[config.mk]
export PLATFORM = sky130hd
export DESIGN_NAME = odd_parity_tx
export DESIGN_NICKNAME = d
export VERILOG_FILES = /design/src/rtl/odd_parity_tx.sv
export SDC_FILE = /design/constraint.sdc
export NUM_CORES = 1
export LEC_CHECK = 0
export ABC_AREA = 1
export CAP_MARGIN = 20
export CORE_MARGIN = 3
export CORE_UTILIZATION = 30
export CTS_CLUSTER_DIAMETER = 150
export DETAILED_ROUTE_END_ITERATION = 7
export DONT_BUFFER_PORTS = 1
export PLACE_DENSITY = 0.5
export SLEW_MARGIN = 40
export SYNTH_ARGS = -nofsm -noshare
export SYNTH_HDL_FRONTEND = slang
export SYNTH_SLANG_ARGS = --single-unit
[constraint.sdc]
create_clock -name clk -period 1.7 [get_ports clk]
set_clock_uncertainty 0.15 [all_clocks]
set_input_delay 0.51 -clock clk [delete_from_list [all_inputs] [get_ports clk]]
set_output_delay 0.51 -clock clk [all_outputs]
set_load 0.05 [all_outputs]
[src/rtl/odd_parity_tx.sv]
// Odd-parity serial transmitter: start bit, DATA_W data bits LSB first,
// odd parity bit, stop bit; each bit held for CLKS_PER_BIT clocks.
module odd_parity_tx #(
    parameter int DATA_W       = 8,
    parameter int CLKS_PER_BIT = 4
) (
    input  logic              clk,
    input  logic              rst_n,
    input  logic [DATA_W-1:0] data_in,
    input  logic              valid,
    output logic              ready,
    output logic              tx,
    output logic              busy,
    output logic              parity_out
);

    typedef enum logic [2:0] {
        IDLE   = 3'd0,
        START  = 3'd1,
        DATA   = 3'd2,
        PARITY = 3'd3,
        STOP   = 3'd4
    } state_t;

    localparam logic [7:0] LAST_CLK = 8'(CLKS_PER_BIT - 1);
    localparam logic [4:0] LAST_BIT = 5'(DATA_W - 1);

    // XNOR reduction: data plus this bit always holds an odd number of ones
    function automatic logic odd_parity(input logic [DATA_W-1:0] d);
        return ~^d;
    endfunction

    state_t            state_r, state_s;
    logic [7:0]        clk_cnt_r, clk_cnt_s;
    logic [4:0]        bit_idx_r, bit_idx_s;
    logic [DATA_W-1:0] shift_r, shift_s;
    logic              tx_r, tx_s;
    logic              busy_r, busy_s;
    logic              ready_r, ready_s;
    logic              parity_r, parity_s;
    logic              clk_end_s;

    // State register and registered outputs
    always_ff @(posedge clk or negedge rst_n) begin
        if (!rst_n) begin
            state_r   <= IDLE;
            clk_cnt_r <= 8'd0;
            bit_idx_r <= 5'd0;
            shift_r   <= '0;
            tx_r      <= 1'b1;
            busy_r    <= 1'b0;
            ready_r   <= 1'b0;
            parity_r  <= 1'b0;
        end else begin
            state_r   <= state_s;
            clk_cnt_r <= clk_cnt_s;
            bit_idx_r <= bit_idx_s;
            shift_r   <= shift_s;
            tx_r      <= tx_s;
            busy_r    <= busy_s;
            ready_r   <= ready_s;
            parity_r  <= parity_s;
        end
    end

    // Next-state and next-output logic; tx is computed one edge ahead so it stays registered
    always_comb begin
        state_s   = state_r;
        clk_cnt_s = clk_cnt_r;
        bit_idx_s = bit_idx_r;
        shift_s   = shift_r;
        tx_s      = tx_r;
        busy_s    = busy_r;
        ready_s   = ready_r;
        parity_s  = parity_r;
        clk_end_s = (clk_cnt_r == LAST_CLK);

        case (state_r)
            IDLE: begin
                if (valid && ready_r) begin
                    state_s   = START;
                    shift_s   = data_in;
                    parity_s  = odd_parity(data_in);
                    tx_s      = 1'b0;
                    busy_s    = 1'b1;
                    ready_s   = 1'b0;
                    clk_cnt_s = 8'd0;
                    bit_idx_s = 5'd0;
                end else begin
                    tx_s      = 1'b1;
                    busy_s    = 1'b0;
                    ready_s   = 1'b1;
                end
            end
            START: begin
                if (clk_end_s) begin
                    state_s   = DATA;
                    tx_s      = shift_r[0];
                    shift_s   = shift_r >> 1'b1;
                    clk_cnt_s = 8'd0;
                    bit_idx_s = 5'd0;
                end else begin
                    clk_cnt_s = clk_cnt_r + 8'd1;
                end
            end
            DATA: begin
                if (clk_end_s) begin
                    clk_cnt_s = 8'd0;
                    if (bit_idx_r == LAST_BIT) begin
                        state_s = PARITY;
                        tx_s    = parity_r;
                    end else begin
                        bit_idx_s = bit_idx_r + 5'd1;
                        tx_s      = shift_r[0];
                        shift_s   = shift_r >> 1'b1;
                    end
                end else begin
                    clk_cnt_s = clk_cnt_r + 8'd1;
                end
            end
            PARITY: begin
                if (clk_end_s) begin
                    state_s   = STOP;
                    tx_s      = 1'b1;
                    clk_cnt_s = 8'd0;
                end else begin
                    clk_cnt_s = clk_cnt_r + 8'd1;
                end
            end
            STOP: begin
                if (clk_end_s) begin
                    state_s   = IDLE;
                    tx_s      = 1'b1;
                    busy_s    = 1'b0;
                    ready_s   = 1'b1;
                    clk_cnt_s = 8'd0;
                    bit_idx_s = 5'd0;
                end else begin
                    clk_cnt_s = clk_cnt_r + 8'd1;
                end
            end
            default: begin
                state_s   = IDLE;
                tx_s      = 1'b1;
                busy_s    = 1'b0;
                ready_s   = 1'b0;
                clk_cnt_s = 8'd0;
                bit_idx_s = 5'd0;
            end
        endcase
    end

    assign tx         = tx_r;
    assign busy       = busy_r;
    assign ready      = ready_r;
    assign parity_out = parity_r;

endmodule

==> summary.txt <==
Global route
  – First-pass GRT wire length: 6760 um
  – Met3 usage: 2.88%
  – Met1 usage: 14.9%
  – Gr busiest metal: met2
  – Vias in the first global route: 1,495
  – Pin count of the biggest net entering global routing: 29
  – Tot GR Track Use: 11.6%
  – Grt met2 use: 19.6%
  – Remaining global-route overflow: 0
  – Initial antenna violation count: 0

Floorplanning
  – DIE WIDTH: 83.1 um
  – Number of top-level pins: 15
  – Core ar.: 5640 sq um
  – Die area: 6910 sq um
  – Initial core utilization: 31.6%
  – Cell Rows: 27
  – Die Y-Extent: 83.1 um

Worst setup path
  – Reg2Reg Depth: 8
  – Stages on the worst setup path: 0
  – R2R Setup Slk: 100 ps
  – Startpoint Class: flip-flop
  – Worst Path Required: 1040 ps
  – Worst reg2reg path endpoint: bit_idx_r[1]
  – R2r startpoint: clk_cnt_r[0]
  – Max FO, Critical Path: 2
  – Setup crit end kind: output pin
  – CP endpoint: tx
  – Critical Path AT: 980 ps
  – Setup CP Type: reg -> out
  – Worst Setup SP: tx

Finish
  – Storage cell area: 702 sq um
  – Number of diodes: 0
  – Filler cells: 597
  – Area delta synth->final: 16.5%
  – Most frequent cells in the layout: nand2_1 (108), dfrtp_1 (27), inv_1 (26), nand3_1 (23)
  – Share of layout cells above drive strength 1: 17.1%
  – Fin nets: 289
  – Final std cells w/o fill: 347
  – Commonest non-fill, non-tap cell in the layout: nand2_1
  – Footprint of the multi-input gates: 985 sq um

Synthesis
  – Top cell type's share of synthesized area: 37.9%
  – Post-Synthesis Cells: 257
  – Top_reg_cell synth: dfrtp_1
  – Post-Syn Area: 1780 sq um
  – Syn. warnings: 0
  – Post-synth EDFFs: 0
  – Post-synth top area cell: dfrtp_1
  – Seq/Total Area, Yosys: 39.3%
  – Top cells by area, synth: dfrtp_1 (38%), nand2_1 (23%), nand3_1 (6.5%)
  – #FFs+latches synth: 28
  – Mean Syn Cell Area: 6.94 sq um
  – Post-synth ARST share: 100%
  – Syn_nets: 270
  – Library cells used by synthesis: 30

Timing
  – Worst Tran Pin Value: 519 ps
  – Tcrit/Tclk final: 96.3%
  – RSZ-0062 raised after global routing: true
  – Period minus WS final: 1640 ps
  – Final hold vios: 0
  – Final setup fails: 0
  – Slew Viols, Final: 0
  – Worst setup margin: 63.4 ps
  – Slew Limit Headroom: 65.4%
  – Fmax: 611 MHz

Route
  – 1st-iter DRT viols: 94
  – Vias: 1,561
  – Total Wirelength: 3750 um
  – DRC errors left: 0
  – Vias per cell: 4.50
  – DRT Pass-1 Iters: 4
  – Drt wl/cell: 10.8 um
  – Post-DRT Antenna Nets: 0

Place
  – Dpl cells: 340
  – IO buf count: 0
  – Pre-CTS setup slack: 41.3 ps
  – Post-DP HPWL: 2900 um
  – Final GP Congestion: 0.773

Pwr
  – Highest ir drop seen on vdd: 0.000742 V
  – Leak: 1.12 nW
  – Design Power: 3.54 mW
  – Power per cell area: 1700 nW/um^2

CTS
  – Cts bufs inserted: 3
  – Clock Path Buffers: 2
  – Clk sinks: 28
  – Clock Latency Late Sink: 270 ps
  – Clk slew on worst S/H paths: 90 ps
  – CTS H-tree lvls: 1
  – Root Driver: clkbuf_8
  – CTS tree: yes

Run
  – # Max-Cap Violations: 0

Hold path
  – Hold Crit Class: in -> reg

Run status
  – Status: completed
[cells in the mapped netlist, types with 2 or more instances]
cell,n
dfrtp_1,27
nand4_1,4
nand3_1,23
nand2_2,6
nand2_4,3
ha_1,2
nor2_2,5
or2_2,2
nand2_1,110
inv_1,26
o21ai_0,7
xor2_1,3
o21ai_1,4
a21oi_1,2
nor3_1,3
nor2_1,13
inv_2,4
[stage by stage]
stage / util (%) / TNS, ps / instance area, sq um / hold slack (ps)
after global placement: 34.6 / 0 / 1950 / 65.2
after CTS: 36.1 / 0 / 2040 / 208
after global routing: 36.8 / -23.0 / 2080 / 218
final: 36.8 / 0 / 2080 / 217
after floorplan: - / 0 / 1780 / 64.4
after detailed placement: 34.6 / 0 / 1950 / 65.1
[repair_timing]
action,in CTS,in global routing
buffers inserted,0,1
hold endpoints to repair,28,0
setup endpoints to repair,0,16
gates resized for setup,0,7
hold buffers,2,0
[cell type report]
cell class | instances | share of cell area (%)
well taps | 72 | 4.33
flip-flops and latches | 28 | 33.8
repair buffers | 15 | 6.14
multi-input cells | 197 | 47.4
inverters | 31 | 5.72
clock buffers | 4 | 2.65
[worst min-delay path by stage]
stage               startpoint            to  slack [ps]  cells past startpoint
floorplan                rst_n  bit_idx_r[0]          60                      0
global route        data_in[7]    shift_r[7]         220                      2
finish              data_in[7]    shift_r[7]         220                      2
detailed placement       rst_n  clk_cnt_r[4]          70                      0
CTS                 data_in[7]    shift_r[7]         210                      2
global placement         rst_n  clk_cnt_r[6]          70                      0
[flip-flops by register name, indices dropped and copies added, names as in the netlist]
register and count:
clk_cnt_r 8, shift_r 8, bit_idx_r 5, state_r 3, busy 1, parity_out 1
ready 1, tx 1
[kinds of logic after synthesis]
kind of cell / count (synthesis) / synth area share, %
fa+ha+maj: 2 / 1.40
buf+inv: 32 / 7.29
flops: 28 / 39.3
xor+xnor: 4 / 1.96
compound gates: 19 / 7.15
simple gates: 172 / 42.8
[routing by layer]
layer / vias up / wire (um)
li1: 841 / -
met2: 14 / 1770
met1: 702 / 1840
met3: 4 / 108
met4: 0 / 31
met5: - / 0
[report_power, final]
| group | switching, mW | internal (mW) |
|---|---|---|
| logic | 1.24 | 0.701 |
| clock network | 0.207 | 0.207 |
| registers | 0.279 | 0.901 |
| total | 1.73 | 1.81 |
No activity file was read; power rests on OpenSTA's default activity.
